--- src/rtl/mux_arb_reg.sv ---
// N-channel registered multiplexer with valid/ready handshakes on every input and the output.
// Selects by direct index (mode=0) or round-robin among valid channels (mode=1).
module mux_arb_reg #(
    parameter int WIDTH = 32,
    parameter int NCH   = 4,
    parameter int SELW  = 2
) (
    input  logic                 clk,
    input  logic                 rst,
    input  logic [NCH*WIDTH-1:0] in_data,
    input  logic [NCH-1:0]       in_valid,
    output logic [NCH-1:0]       in_ready,
    input  logic [SELW-1:0]      sel,
    input  logic                 mode,
    output logic [WIDTH-1:0]     out_data,
    output logic                 out_valid,
    input  logic                 out_ready,
    output logic [NCH-1:0]       grant,
    output logic                 err
);

    localparam logic [SELW-1:0] RR_RESET = SELW'(NCH - 1);

    logic [WIDTH-1:0] w_ch_data [NCH];
    logic [NCH-1:0]   w_cand_onehot;
    logic [SELW-1:0]  w_cand_idx;
    logic             w_cand_found;
    logic [WIDTH-1:0] w_cand_data;
    logic             w_can_load;
    logic             w_xfer;
    logic             w_sel_oob;

    logic [SELW-1:0]  r_rr_ptr;
    logic             r_out_valid;
    logic [WIDTH-1:0] r_out_data;
    logic [NCH-1:0]   r_grant;
    logic             r_err;

    assign w_can_load = !r_out_valid || out_ready;

    genvar gi;
    generate
        for (gi = 0; gi < NCH; gi++) begin : g_ch
            assign w_ch_data[gi]     = in_data[gi*WIDTH +: WIDTH];
            assign w_cand_onehot[gi] = w_cand_found && (w_cand_idx == SELW'(gi));
            assign in_ready[gi]      = w_cand_onehot[gi] && w_can_load;
        end

        // With a fully populated select space no index can be out of range.
        if (NCH < (1 << SELW)) begin : g_oob
            assign w_sel_oob = !mode && (sel > SELW'(NCH - 1));
        end else begin : g_no_oob
            assign w_sel_oob = 1'b0;
        end
    endgenerate

    // Candidate selection. Round-robin runs two descending passes so the lowest valid
    // channel above rr_ptr wins, falling back to the lowest valid channel at or below it.
    always_comb begin
        w_cand_found = 1'b0;
        w_cand_idx   = '0;
        if (!mode) begin
            for (int i = 0; i < NCH; i++) begin
                if (sel == SELW'(i) && in_valid[i]) begin
                    w_cand_found = 1'b1;
                    w_cand_idx   = SELW'(i);
                end
            end
        end else begin
            for (int i = NCH - 1; i >= 0; i--) begin
                if (in_valid[i] && (SELW'(i) <= r_rr_ptr)) begin
                    w_cand_found = 1'b1;
                    w_cand_idx   = SELW'(i);
                end
            end
            for (int i = NCH - 1; i >= 0; i--) begin
                if (in_valid[i] && (SELW'(i) > r_rr_ptr)) begin
                    w_cand_found = 1'b1;
                    w_cand_idx   = SELW'(i);
                end
            end
        end
    end

    always_comb begin
        w_cand_data = '0;
        for (int i = 0; i < NCH; i++) begin
            if (w_cand_onehot[i]) begin
                w_cand_data = w_ch_data[i];
            end
        end
    end

    assign w_xfer = w_cand_found && w_can_load;

    always_ff @(posedge clk or posedge rst) begin
        if (rst) begin
            r_out_valid <= 1'b0;
            r_out_data  <= '0;
            r_grant     <= '0;
            r_err       <= 1'b0;
            r_rr_ptr    <= RR_RESET;
        end else begin
            r_err <= w_sel_oob;
            if (w_xfer) begin
                r_out_valid <= 1'b1;
                r_out_data  <= w_cand_data;
                r_grant     <= w_cand_onehot;
                r_rr_ptr    <= w_cand_idx;
            end else if (r_out_valid && out_ready) begin
                r_out_valid <= 1'b0;
            end
        end
    end

    assign out_valid = r_out_valid;
    assign out_data  = r_out_data;
    assign grant     = r_grant;
    assign err       = r_err;

endmodule
--- config.mk ---
export PLATFORM = sky130hd
export DESIGN_NAME = mux_arb_reg
export DESIGN_NICKNAME = d
export VERILOG_FILES = /design/src/rtl/mux_arb_reg.sv
export SDC_FILE = /design/constraint.sdc
export NUM_CORES = 1
export LEC_CHECK = 0
export BUFFER_PORTS_ARGS = -buffer_cell sky130_fd_sc_hd__buf_2
export CAP_MARGIN = 25
export CORE_MARGIN = 1.5
export CORE_UTILIZATION = 41
export CTS_CLUSTER_DIAMETER = 100
export DETAILED_ROUTE_END_ITERATION = 8
export PLACE_DENSITY_LB_ADDON = 0.3
export SYNTH_ARGS = -nofsm -noshare
export SYNTH_HDL_FRONTEND = slang
export SYNTH_SLANG_ARGS = --single-unit
export TNS_END_PERCENT = 1
--- constraint.sdc ---
create_clock -name clk -period 2.4 [get_ports clk]
set_input_delay 0.48 -clock clk [delete_from_list [all_inputs] [get_ports clk]]
set_output_delay 0.48 -clock clk [all_outputs]
set_load 0.03 [all_outputs]
== Yosys cells after proc, flatten, opt, wreduce, memory -nomap -nowiden ==
Cells that the tools add are included.

* Register bits after elaboration: 39
* Bits in latches: 0
* Memory bits (writable): 0
* Memory bits (read-only): 0
* Input bits: 138
* Word-level logic and storage cells: 76
* Memories kept: 0

* $add $sub $neg: 0
* $mul: 0
* Divide/modulo/power cells: 0
* Magnitude comparators: 8
* Equal/unequal tests: 6
* Shifts and indexed selects: 0
* Mux-type cells: 31
* Bitwise gates (word level): 0
* Reduce and logical (&&, ||, !) cells: 27

{| class="wikitable"
|+ Operators by type and width
! kind !! count
|-
| $mux W32 || 4
|-
| $logic_and A1 B1 Y1 || 22
|-
| $mux W2 || 11
|-
| $mux W1 || 16
|-
| $eq A2 B2 Y1 const B || 4
|-
| $eq A2 B1 Y1 const B || 2
|-
| $gt A1 B2 Y1 const A || 2
|-
| $gt A2 B2 Y1 const A || 2
|-
| $le A1 B2 Y1 const A || 2
|-
| $le A2 B2 Y1 const A || 2
|-
| $logic_not A2 Y1 || 2
|-
| $reduce_bool A2 Y1 || 1
|-
| $logic_not A1 Y1 || 1
|-
| $logic_or A1 B1 Y1 || 1
|}

== Longest topological paths before layout ==
Gate-level depths: netlist of the first run.

* Depth after elaboration: 17
* Depth in mapped cells: 9

== Least setup slack after synthesis of the first run ==
No wires, ideal clock.

* Path type: register to output
* Start: reg r_rr_ptr[1]
* End: out in_ready[0]
* Arrival time: 2.206 ns
* Required time: 1.920 ns
* Path slack: -0.286 ns
* Stages on the path, launching flop included: 8
* Buffers on the path: 3
* Cells stage by stage: dfstp_2 buf_2 mux2i_1 o211ai_1 o21a_1 buf_2 buf_4 nor3_1

* Cells in the longest elaborated chain, start to end: 14

{| class="wikitable"
|+ Ends and longest elaborated chain
! item !! RTL line !! RTL
|-
| start, declared || 33 || <nowiki>logic [SELW-1:0] r_rr_ptr;</nowiki>
|-
| start signal, assigned || 109 || <nowiki>r_rr_ptr <= w_cand_idx;</nowiki>
|-
| $le A2 B2 Y1 || 71 || <nowiki>if (in_valid[i] && (SELW'(i) <= r_rr_ptr)) begin</nowiki>
|-
| $logic_and A1 B1 Y1 || 71 ||
|-
| $mux W2 (4 in a row) || 71 ||
|-
| $mux W2 (4 in a row) || 77 || <nowiki>if (in_valid[i] && (SELW'(i) > r_rr_ptr)) begin</nowiki>
|-
| $mux W2 || 62 || <nowiki>if (!mode) begin</nowiki>
|-
| $logic_not A2 Y1 || 45 || <nowiki>assign w_cand_onehot[gi] = w_cand_found && (w_cand_idx == SELW'(gi));</nowiki>
|-
| $logic_and A1 B1 Y1 (*) || 45 ||
|-
| $logic_and A1 B1 Y1 (*) || 46 || <nowiki>assign in_ready[gi] = w_cand_onehot[gi] && w_can_load;</nowiki>
|-
| end, declared || 12 || <nowiki>output logic [NCH-1:0] in_ready,</nowiki>
|}

Mark *: on every way between the ends. The rest lies on a longest branch, timed or not.

== Worst setup path after layout of the first run ==
* Start: reg r_rr_ptr[1]
* End: out in_ready[1]

* Cells in the longest elaborated chain, start to end: 14

{| class="wikitable"
|+ Ends and longest elaborated chain
! item !! RTL line
|-
| $le A2 B2 Y1 || 71
|-
| $logic_and A1 B1 Y1 || 71
|-
| $mux W2 (4 in a row) || 71
|-
| $mux W2 (4 in a row) || 77
|-
| $mux W2 || 62
|-
| $eq A2 B1 Y1 || 45
|-
| $logic_and A1 B1 Y1 (*) || 45
|-
| $logic_and A1 B1 Y1 (*) || 46
|}

Marked as above.

==> results of run 1 <==
[what timing repair did]
action	CTS	global route
hold buffers	0	0
pin swaps	0	5
resized for setup	5	10
buffers inserted	0	1
setup endpoints to repair	4	4
[area by class of cell]
class,instances,area [um2],area share
multi-input cells,251,1390,0.389
well taps,75,93.8,0.0262
clock buffers,8,80.1,0.0224
flip-flops and latches,39,978,0.273
inverters,3,11.3,0.00314
repair buffers,193,1020,0.286
[routing by layer]
| metal | vias to the layer above | global-route usage | part of all wire |
|---|---|---|---|
| met5 | - | 0 | 0 |
| met4 | 0 | 0.0810 | 0.014 |
| met3 | 13 | 0.0455 | 0.055 |
| met2 | 121 | 0.431 | 0.52 |
| met1 | 1352 | 0.281 | 0.41 |
| li1 | 1448 | - | - |
[Yosys cell counts (all sizes together)]
library cell / count
nand2: 123
a21oi: 57
dfrtp: 37
a211o: 28
clkbuf: 14
buf: 12
mux2i: 11
a21o: 6
o221ai: 4
inv: 3
nand3b: 3
nor2: 3
o21ai: 3
dfstp: 2
o211ai: 2
a211oi: 1
a21bo: 1
conb: 1
mux2: 1
mux4: 1
nand2b: 1
nor3: 1
o21a: 1
o32ai: 1
or2: 1
or4: 1
[metrics by stage]
stage | util | setup TNS, ns | instance area, um2
floorplan | - | -0.153 | 2480
global placement | 0.585 | 0 | 3440
detailed placement | 0.585 | 0 | 3440
CTS | 0.602 | -0.00804 | 3540
global route | 0.608 | -0.0816 | 3580
finish | 0.608 | 0 | 3580
[sequential cells by signal, indices dropped and copies added, names as in the netlist]
signal / cells
out_data: 32
grant: 4
r_rr_ptr: 2
out_valid: 1
[where the power goes]
| part | internal, mW | leakage [nW] | switching (mW) |
|---|---|---|---|
| clock network | 0.207 | 0.0395 | 0.222 |
| logic | 0.477 | 1.55 | 0.844 |
| registers | 0.847 | 0.476 | 0.107 |
| total | 1.53 | 2.07 | 1.17 |
[cell usage in the layout, fill, tap and decap left out, types with 2 or more instances in the layout]
cell	n
dfstp_2	2
inv_1	3
dfrtp_1	37
a211o_1	28
buf_4	16
buf_6	3
nand3b_1	3
a21oi_1	57
mux2i_1	11
o211ai_1	2
a21o_1	5
clkbuf_1	3
nor2_2	2
clkbuf_8	5
nand2_1	122
o21ai_0	2
o221ai_1	4
buf_2	174
[worst max path at each step]
stage / end / from / slack [ns]
final: in_ready[1] / r_rr_ptr[1]$_DFFE_PP1P_ / 0.04
after global routing: in_ready[0] / r_rr_ptr[1]$_DFFE_PP1P_ / -0.04
after CTS: in_ready[1] / r_rr_ptr[1]$_DFFE_PP1P_ / -0.008
after detailed placement: in_ready[1] / in_valid[1] / 0.02
after global placement: in_ready[1] / in_valid[1] / 0.06
after floorplan: in_ready[2] / r_rr_ptr[1]$_DFFE_PP1P_ / -0.07
[logic make-up (layout without fill, tap and decap cells)]
family	after synthesis	in the layout	synth area share
AO/OA/AOI/OAI	104	104	0.273
buffers and inverters	29	204	0.0607
flip-flops	39	39	0.396
multiplexers	13	13	0.0582
other	1	1	0.00152
AND/OR/NAND/NOR	133	133	0.211
==> results by group, run 1 <==
Status
  • Outcome: complete, no violations

Power and ir drop
  • Power per standard cell area: 755 nW/um2
  • Total power: 2.70 mW
  • Static Leakage: 2.07 nW
  • Highest ir drop seen on vdd: 0.474 mV

Drt
  • ANT nets after route: 0
  • Detailed router's first-iteration violation count: 104
  • Residual DRC count: 0
  • Total routed wirelength: 7.84 mm
  • Overall via count from detail_route: 2,934
  • WL/cell: 13.8 um
  • Number of detailed-routing iterations run before antenna repair: 4
  • Via density: 5.16

Synthesis
  • Synthesized instance count: 319
  • Leading area contributor after synthesis: dfrtp_1
  • Post-synth top area share: 0.374
  • Synthesized flop and latch total: 39
  • Leading post-synthesis cells by cell area: dfrtp_1 37%, nand2_1 19%, a21oi_1 12%
  • Unique cell type count in the Yosys netlist: 30
  • Register area share after synthesis: 0.396
  • Synthesized netlist net count: 457
  • Area of the mapped netlist: 2470 um2
  • Syn Area/Cell: 7.75 um2
  • Count of synthesis-stage warnings from yosys: 0

Setup path
  • Delay contributed by the slowest stage of the critical path: 0.61 ns
  • Required time worst endpoint: 1.92 ns
  • Critical path cell sequence: o211ai_1, nand2_1, o32ai_2, buf_4, or2_4, nor2_4, buf_6
  • Slowest cell on the critical path: dfstp_2
  • Worst setup EP type: output pin
  • Worst-case reg-to-reg path depth: 6
  • Source of the worst register-to-register timing path: r_rr_ptr[1]$_DFFE_PP1P_
  • Type of the worst setup path: register to output pin
  • Worst Path Arrival: 1.88 ns
  • Largest delay contributor family on the critical path: flip-flops
  • Endpoint of the worst-slack reg-to-reg timing path: out_data[5]$_DFFE_PP0P_
  • R2R Setup Slk: 0.23 ns
  • CP bufs+invs: 2
  • Crit-path max FO: 7
  • Cell count along the critical path: 7
  • Element type at the critical path start: register

Cells and area
  • Number of cells in the finished layout apart from fillers: 569
  • Area Overhead vs Synth: 44.8%
  • Fraction of final layout cells sized beyond drive strength 1: 0.431
  • Post-layout net count: 631
  • Antenna cells: 0
  • Fill count: 529

Floorplan
  • Core region area: 5890 um2
  • Die X-Extent: 80.7 um
  • FP Rows: 28
  • Initial core utilization: 0.420
  • Count of boundary I/O pins: 180
  • Die outline area: 6510 um2
  • Chip Height: 80.7 um

Timing
  • Hold Worst Slack: 0.253 ns
  • Pin slew with the least headroom to its limit: 0.612 ns
  • Max Fclk: 423 MHz
  • Final setup violation count: 0
  • Final Hold Vio Count: 0
  • Setup Skew: 0.00504 ns
  • RSZ-0062 raised after global routing: yes
  • Clock period minus final worst setup slack: 2.36 ns
  • Relative slew slack: 0.592
  • Final count of pins violating max slew: 0
  • Final critical-path share of the clock period: 0.984
  • Worst setup slack after layout: 0.0375 ns

CTS
  • Depth of the CTS H-tree: 2
  • Clock-pin transition on the worst setup and hold timing paths: 0.08 ns
  • Later-pin clock latency in the skew report: 0.29 ns
  • Max Root-Sink Buffers: 2
  • Cell at the root of the clock tree: clkbuf_8
  • Number of clock sinks: 39
  • Inserted Clock Buffers: 5
  • CTS tree: done

Global routing
  • Global-route wire length before repair: 12.0 mm
  • Largest net degree at the start of global routing: 36
  • Number of antenna violations at the first check in global routing: 0
  • Vias in the first global route: 2,712
  • Overall Global Routing Usage: 0.239
  • Total congestion overflow: 0

Place
  • Weighted congestion reported at the end of routability-driven placement: 0.817
  • DP Wirelength: 5.88 mm
  • Place WS: 0.0189 ns
  • Placed Instances: 560
  • Total of buffers placed on input and output ports: 178

Run
  • Max-capacitance violation count: 0

Min path
  • Type of the most critical hold path: input port to async pin
Note: power is estimated with default switching activity, not from simulation.
==> run 2, diff against run 1 <==
CORE_MARGIN = default   (was 1.5)
==> run 2 against run 1 <==
Compared with the run above:
- largest power group unchanged
- via count rose by 1.2%
- worst hold slack got worse by 0.042 ns
- fmax shrank 0.14%
- utilization rose by 3.0 points
==> results by group, run 2 (synthesis results as in run 1) <==
Timing
  • Hold Worst Slack: 0.212 ns
  • Clock period minus final worst setup slack: 2.37 ns
  • Final setup violation count: 0
  • Final critical-path share of the clock period: 0.986
  • RSZ-0062 raised after global routing: yes
  • Final count of pins violating max slew: 0
  • Max Fclk: 423 MHz
  • Pin slew with the least headroom to its limit: 0.501 ns
  • Relative slew slack: 0.666
  • Setup Skew: 0.00645 ns
  • Final Hold Vio Count: 0

CTS
  • CTS tree: done
  • Cell at the root of the clock tree: clkbuf_8
  • Max Root-Sink Buffers: 2
  • Inserted Clock Buffers: 5
  • Number of hold buffers added after cts: 0
  • Number of clock sinks: 39
  • Later-pin clock latency in the skew report: 0.29 ns
  • Clock-pin transition on the worst setup and hold timing paths: 0.08 ns
  • Depth of the CTS H-tree: 2

Floorplan
  • Initial core utilization: 0.438
  • Die outline area: 6340 um2
  • Chip Height: 79.7 um
  • Die X-Extent: 79.7 um
  • FP Rows: 27
  • Core region area: 5640 um2
  • Count of boundary I/O pins: 180

Min path
  • Type of the most critical hold path: input port to async pin

Cells and area
  • Number of cells in the finished layout apart from fillers: 569
  • Area Overhead vs Synth: 45.7%
  • Antenna cells: 0
  • Combined area of the multi-input logic cells: 1380 um2
  • Most frequent cells in the layout: 174 x buf_2, 122 x nand2_1, 57 x a21oi_1, 37 x dfrtp_1, 28 x a211o_1
  • Util after Layout: 0.639
  • Fraction of final layout cells sized beyond drive strength 1: 0.437
  • Leading cell type in the layout, fill and taps excluded: buf_2
  • Max FFs per register: 32
  • Sequential cell area: 978 um2
  • Post-layout net count: 634
  • Fill count: 526

Setup path
  • Worst setup EP type: output pin
  • Element type at the critical path start: register
  • Worst-case reg-to-reg path depth: 8
  • Type of the worst setup path: register to output pin
  • Crit-path max FO: 6
  • Required time worst endpoint: 1.92 ns
  • Worst Path Arrival: 1.89 ns

Power and ir drop
  • Clock power frac: 0.161
  • Cell-internal power: 1.54 mW
  • NetSw: 1.18 mW
  • Highest ir drop seen on vdd: 0.428 mV
  • Switch share: 0.435
  • Static Leakage: 2.09 nW
  • Register share of total power: 0.349
  • Power per standard cell area: 756 nW/um2
  • Combinational power share: 0.490
  • Total power: 2.72 mW

Drt
  • Residual DRC count: 0
  • Number of detailed-routing iterations run before antenna repair: 5
  • Total routed wirelength: 7.66 mm
  • WL/cell: 13.5 um
  • Detailed router's first-iteration violation count: 153
  • Via density: 5.22
  • ANT nets after route: 0
  • Overall via count from detail_route: 2,969

Global routing
  • Overall Global Routing Usage: 0.238
  • Total congestion overflow: 0
  • Number of antenna violations at the first check in global routing: 0
  • Global-route wire length before repair: 11.9 mm
  • Largest net degree at the start of global routing: 33
  • Vias in the first global route: 2,648

Place
  • Total of buffers placed on input and output ports: 178
  • Weighted congestion reported at the end of routability-driven placement: 0.791
  • Placed Instances: 558
  • DP Wirelength: 5.87 mm

Status
  • Outcome: complete, no violations

Run
  • Max-capacitance violation count: 0
==> run 2: cell count changes in the layout (fill, tap and decap cells not counted) <==
cell	before	now
nor2_2	2	0
clkbuf_1	3	0
buf_6	3	1
buf_4	16	20
nor3_4	1	0
buf_12	0	1
clkinvlp_4	0	2
nor2_1	0	2
nor3_2	0	1
clkinv_2	0	1
==> run 2: critical path: stages, from the launching register on <==
cell      delay (ns)
dfstp_2         0.60
a211oi_1        0.10
o32ai_2         0.38
nand2_2         0.14
nor2_1          0.18
buf_4           0.19
==> run 2: power groups by stage <==
stage	clock [mW]	sequential [mW]	combinational [mW]
floorplan	0	1.31	0.514
global placement	0	0.955	1.29
detailed placement	0	0.960	1.31
CTS	0.454	0.950	1.32
global route	0.485	0.972	1.44
finish	0.439	0.951	1.33
==> run 2: what timing repair did <==
action                                  in CTS  in global routing
endpoints found under the hold margin        0                  0
pin swaps                                    0                  4
gates resized for setup                      5                  5
endpoints found under the setup margin       4                  4
buffers inserted                             1                  2
==> run 2: layout make-up <==
type	instances	share of cell area
clock buffers	5	0.0191
flip-flops and latches	39	0.272
well taps	72	0.0250
repair buffers	196	0.292
clock inverters	3	0.00556
inverters	3	0.00313
multi-input cells	251	0.383
==> run 2: path summary, 6_finish.rpt <==
check,slack (ns),endpoint,from
worst max-delay path,0.03,in_ready[2],r_rr_ptr[1]$_DFFE_PP1P_
worst min-delay path,0.21,out_data[15]$_DFFE_PP0P_,rst
worst max register to register,0.28,out_data[22]$_DFFE_PP0P_,r_rr_ptr[1]$_DFFE_PP1P_
worst min register to register,0.48,grant[3]$_DFFE_PP0P_,grant[3]$_DFFE_PP0P_
max in group asynchronous,1.56,r_rr_ptr[1]$_DFFE_PP1P_,rst
min in group clk,0.48,grant[3]$_DFFE_PP0P_,grant[3]$_DFFE_PP0P_
==> run 2: routing by layer <==
layer  GRT usage  part of all wire
met1       0.289              0.41
met2       0.421              0.51
met3      0.0503             0.068
met4      0.0673             0.012
met5           0                 0
==> run 2: through the flow <==
stage / setup WS, ns / setup TNS (ns) / instance area (um2)
3_3_place_gp: 0.0655 / 0 / 3460
5_1_grt: -0.0689 / -0.186 / 3600
4_1_cts: -0.00652 / -0.00652 / 3570
2_1_floorplan: -0.0729 / -0.153 / 2480
3_5_place_dp: -0.0392 / -0.0505 / 3460
6_report: 0.0343 / 0 / 3600
